===== src/rtl/register_file_scb.sv =====
// register_file_scb
// Parametrised register file with two write ports, a per-register busy
// scoreboard and PC auto-increment. The last register is the PC.
// Optional macro REGFILE_BYPASS_EN forwards same-cycle write data (and the
// resulting busy state) to the read ports.
module register_file_scb #(
    parameter int DATA_W    = 32,
    parameter int ADDR_W    = 4,
    parameter int PC_RD_OFS = 8,
    parameter int PC_STEP   = 4
) (
    input  logic              CLK,
    input  logic              CLR,
    input  logic              wrEnA,
    input  logic [ADDR_W-1:0] wrAddrA,
    input  logic [DATA_W-1:0] wrDataA,
    input  logic              wrEnB,
    input  logic [ADDR_W-1:0] wrAddrB,
    input  logic [DATA_W-1:0] wrDataB,
    input  logic              rsvEn,
    input  logic [ADDR_W-1:0] rsvAddr,
    input  logic              pcIncEn,
    input  logic [ADDR_W-1:0] addressA,
    input  logic [ADDR_W-1:0] addressB,
    output logic [DATA_W-1:0] outA,
    output logic [DATA_W-1:0] outB,
    output logic              busyA,
    output logic              busyB
);

    localparam int                NREGS   = 2 ** ADDR_W;
    localparam logic [ADDR_W-1:0] PC_IDX  = ADDR_W'(NREGS - 1);
    localparam logic [DATA_W-1:0] PC_MASK = ~DATA_W'(3);
    localparam logic [DATA_W-1:0] RD_OFS  = DATA_W'(PC_RD_OFS);
    localparam logic [DATA_W-1:0] STEP    = DATA_W'(PC_STEP);

    logic [DATA_W-1:0] regs     [NREGS];
    logic [DATA_W-1:0] regsNext [NREGS];
    logic [NREGS-1:0]  busy;
    logic [NREGS-1:0]  busyNext;
    logic [NREGS-1:0]  hitA;
    logic [NREGS-1:0]  hitB;
    logic [NREGS-1:0]  hitR;

    // Enables are qualified with CLR so nothing is forwarded while clearing.
    logic wrA;
    logic wrB;
    logic rsv;
    assign wrA = wrEnA & CLR;
    assign wrB = wrEnB & CLR;
    assign rsv = rsvEn & CLR;

    // One-hot decode of write and reserve targets.
    always_comb begin
        hitA = '0;
        hitB = '0;
        hitR = '0;
        for (int i = 0; i < NREGS; i++) begin
            hitA[i] = wrA && (wrAddrA == ADDR_W'(i));
            hitB[i] = wrB && (wrAddrB == ADDR_W'(i));
            hitR[i] = rsv && (rsvAddr == ADDR_W'(i));
        end
    end

    // Next register contents: port A beats port B; a PC write beats increment.
    always_comb begin
        for (int i = 0; i < NREGS; i++) begin
            regsNext[i] = regs[i];
            if (hitA[i]) begin
                regsNext[i] = wrDataA;
            end else if (hitB[i]) begin
                regsNext[i] = wrDataB;
            end
        end
        if (hitA[PC_IDX] || hitB[PC_IDX]) begin
            regsNext[PC_IDX] = regsNext[PC_IDX] & PC_MASK;
        end else if (pcIncEn) begin
            regsNext[PC_IDX] = regs[PC_IDX] + STEP;
        end
    end

    // Next busy bits: a reserve overrides a same-cycle write clear.
    always_comb begin
        busyNext = busy;
        for (int i = 0; i < NREGS; i++) begin
            if (hitR[i]) begin
                busyNext[i] = 1'b1;
            end else if (hitA[i] || hitB[i]) begin
                busyNext[i] = 1'b0;
            end
        end
    end

    // State registers with asynchronous clear.
    always_ff @(posedge CLK or negedge CLR) begin
        if (!CLR) begin
            for (int i = 0; i < NREGS; i++) begin
                regs[i] <= '0;
            end
            busy <= '0;
        end else begin
            for (int i = 0; i < NREGS; i++) begin
                regs[i] <= regsNext[i];
            end
            busy <= busyNext;
        end
    end

    // Read port A: stored (or forwarded) data, PC offset applied.
    always_comb begin
        outA  = regs[addressA];
        busyA = busy[addressA];
`ifdef REGFILE_BYPASS_EN
        if (hitA[addressA]) begin
            outA = wrDataA;
        end else if (hitB[addressA]) begin
            outA = wrDataB;
        end
        if (hitA[addressA] || hitB[addressA]) begin
            busyA = hitR[addressA];
        end
`endif
        if (addressA == PC_IDX) begin
            outA = (outA & PC_MASK) + RD_OFS;
        end
    end

    // Read port B: same rules as port A.
    always_comb begin
        outB  = regs[addressB];
        busyB = busy[addressB];
`ifdef REGFILE_BYPASS_EN
        if (hitA[addressB]) begin
            outB = wrDataA;
        end else if (hitB[addressB]) begin
            outB = wrDataB;
        end
        if (hitA[addressB] || hitB[addressB]) begin
            busyB = hitR[addressB];
        end
`endif
        if (addressB == PC_IDX) begin
            outB = (outB & PC_MASK) + RD_OFS;
        end
    end

endmodule


===== config.mk =====
export PLATFORM = sky130hd
export DESIGN_NAME = register_file_scb
export DESIGN_NICKNAME = d
export VERILOG_FILES = /design/src/rtl/register_file_scb.sv
export SDC_FILE = /design/constraint.sdc
export NUM_CORES = 2
export LEC_CHECK = 0
export ABC_AREA = 1
export ABC_CLOCK_PERIOD_IN_PS = 5200
export CORE_AREA = 2 2 269 324
export DETAILED_ROUTE_END_ITERATION = 10
export DIE_AREA = 0 0 271 326
export HOLD_SLACK_MARGIN = 0.02
export MAX_ROUTING_LAYER = met4
export PLACE_DENSITY = 0.61
export SYNTH_ARGS = -nofsm -noshare
export SYNTH_HDL_FRONTEND = slang
export SYNTH_SLANG_ARGS = --single-unit

===== constraint.sdc =====
create_clock -name CLK -period 5.2 [get_ports CLK]
set_input_delay 1.04 -clock CLK [delete_from_list [all_inputs] [get_ports CLK]]
set_output_delay 1.04 -clock CLK [all_outputs]
set_load 0.005 [all_outputs]

==> summary.md <==
| Metric | Value |
|---|---|
| Vias per inst | 6.37 |
| R2R setup slack | 2600 ps |
| Worst Tran Pin Value | 1370 ps |
| Die H | 326 um |
| Die X | 271 um |
| Most common cell in the netlist | nand2_1 |
| Startpoint types | input pin |
| Seq. cell area | 0.0132 mm2 |
| Fillers | 8,465 |
| Worst path cell trace | clkdlybuf4s50_1 -> inv_2 -> nor2_4 -> nand2_1 -> nand2_1 -> inv_1 -> nand2_1 -> ha_1 -> nand3_1 -> nor2_1 -> nand2_1 -> nor2_2 -> buf_4 -> xor2_1 -> clkdlybuf4s50_1 |
| Wirelength per Cell | 27.0 um |
| Routability cong. | 0.989 |
| Vias in the first global route | 38,700 |
| Cell taking the most area after synthesis | dfrtp_1 |
| Sequential area share after synthesis | 0.356 |
| Synth-to-Final Area Change | 13.3% |
| Power Total | 0.0153 W |
| Worst path max stage delay | 570 ps |
| R2R depth | 10 |
| Outcome | finished, final reports clean |
| CP most frequent cell | nand2_1 |
| Worst slew margin | 0.0820 |
| Core Box Area | 0.0855 mm2 |
| Area of the multi-input gates | 0.0191 mm2 |
| Tcrit/Tclk final | 0.981 |
| Post-Route Setup TNS | 0 ps |
| Post-synth EDFFs | 0 |
| Skew final | 16.8 ps |
| Initial antenna violation count | 2 |
| # H-tree levels | 3 |
| Final Worst Setup Slack | 99.0 ps |
| Clock Latency Late Sink | 650 ps |
| Mean Syn Cell Area | 6.90 um2 |
| Bufs and invs on worst path | 5 |
| Ys flop type | dfrtp_1 |
| Initial core utilization | 0.434 |
| Post-CTS Hold Fix Bufs | 0 |
| Global-route usage over all layers | 0.403 |
| Fmax achieved | 196 MHz |
| CP delay by family, top | buffers and inverters |
| Total gr overflow | 0 |
| Critical path class | in2out |
| Synth Cell Area | 0.0371 mm2 |
| Core Rows | 118 |
| Global-route wire length before repair | 260,000 um |
| Crit path arrival time | 4060 ps |
| Worst Path Required | 4160 ps |
| RSZ-0062 raised after global routing | no |
| Iter 0 DRT Violations | 5,895 |
| Peak supply drop | 0.000246 V |
| Final nets | 5,417 |
| RR Startpoint | regs[2] |
| Via count | 41,500 |
| Minimum clock period | 5100 ps |
| Die area | 0.0883 mm2 |
| Met1 usage | 0.490 |
| Final std cells w/o fill | 6,515 |
| Max-slew violation total from the final report | 0 |
| Register clock-pin slew on the reported worst setup and hold paths | 50 ps |
| Grt peak-use layer | met2 |
| Dpl cells | 6,396 |
| Num CTS Buffers | 66 |
| Root Buffer | clkbuf_16 |
| Worst hold path class | in2async |
| Final WL | 176,000 um |
| Share of the synthesized area in the top cell type | 0.356 |
| Largest net degree at the start of global routing | 145 |
| Synth warn | 0 |
| CTS tree | yes |
| Pleak | 19.1 nW |
| Clock Tree Buf Depth | 3 |
| Share of cells above drive strength 1 | 0.0799 |
| Register bit total from synthesis | 528 |
| DP Worst Slack | 92.9 ps |
| Yosys cell types | 44 |
| Port Buffers | 155 |
| Cell count after synthesis | 5,378 |
| Router iterations before antenna repair | 9 |
| Most frequent cells after synthesis | nand2_1, nand3_1, inv_1 |
| ANT nets after route | 0 |
| Met3 Use GR | 0.0972 |
| Number of max-cap violations | 0 |
| Clock sinks | 528 |
| CP endpoint kind | primary output |
| Worst-path fanout max | 8 |
| DRC | 0 |
| Final setup viols | 0 |
| Ports | 156 |
| Final hold violations | 0 |
| Asr flop ratio synth | 1.00 |
| Final core occ | 0.492 |
| Ranking of synthesized cells by area | dfrtp_1, nand2_1, nand3_1 |
| Synth Net Count | 5,471 |
| R2R Path End | regs[24] |
| Post-DP HPWL | 110,000 um |
| Pwr dens | 364 mW/mm2 |
| Crit-path slowest cell | clkdlybuf4s50_1 |
| M2 GR Usage | 0.584 |
==> layout by cell type, fill, tap and decap left out, drive strengths merged, types with 147 or more instances in the layout <==
master         count
a21oi            191
inv              710
o21ai            395
o221ai           331
o211ai           197
nand2           1233
nand3            845
clkdlybuf4s50    147
dfrtp            528
buf              209
nor2             251
==> through the flow <==
stage               hold slack, ps  cell area [um2]
floorplan                      470            37100
global placement               493            39900
detailed placement             501            39900
CTS                            351            42000
global route                   389            42000
finish                         339            42000
==> worst register-to-register path: cells and delay by family (launching register included) <==
family,cells,cell delay (ps)
simple gates,6,1430
flops,1,490
fa+ha+maj,1,250
xor+xnor,1,170
compound gates,1,120
buf+inv,1,50
==> registers in the layout (all words and copies together), names as in the netlist <==
name and count:
regs 512, busy 16
==> power breakdown <==
part	total, W	internal (W)	leakage, nW	switching, W
Clock	0.00468	0.00268	1.04	0.00201
Sequential	0.00579	0.00524	6.29	0.000545
Combinational	0.00483	0.00178	11.7	0.00305
==> area by class of cell <==
cell class	count	share of cell area
timing repair buffer	357	0.0841
inverter	709	0.0637
sequential	528	0.314
tap	1140	0.0339
antenna	4	0.000238
clock inverter	18	0.00429
multi-input combinational	3662	0.454
clock buffer	97	0.0459
==> worst max path at each step <==
stage / end / from / slack [ps] / depth (start not counted)
floorplan: outA[17] / addressA[0] / 1440 / 14
global placement: outA[15] / addressA[3] / 100 / 15
detailed placement: outA[20] / addressA[3] / 90 / 15
CTS: outA[15] / addressA[3] / 70 / 15
global route: outA[15] / addressA[3] / 5 / 16
finish: outA[15] / addressA[3] / 100 / 15
==> repair_timing <==
| action | 4_1_cts | 5_1_grt |
|---|---|---|
| setup buffers | 0 | 0 |
| setup endpoints to repair | 0 | 29 |
| hold endpoints to repair | 0 | 0 |
| resized for setup | 0 | 9 |
==> routing by layer <==
layer | share of wire | up-vias
li1 | - | 18200
met1 | 0.37 | 19700
met2 | 0.43 | 2854
met3 | 0.11 | 761
met4 | 0.083 | 0
met5 | 0 | -
==> cells by family after synthesis <==
group	count (synthesis)	share of synthesized area
XOR/XNOR	41	0.00968
flip-flops	528	0.356
AND/OR/NAND/NOR	2384	0.277
AO/OA/AOI/OAI	1233	0.219
multiplexers	1	0.000270
buffers and inverters	1188	0.137
adder cells (fa/ha/maj)	3	0.00101
No activity file was read; power rests on OpenSTA's default activity.
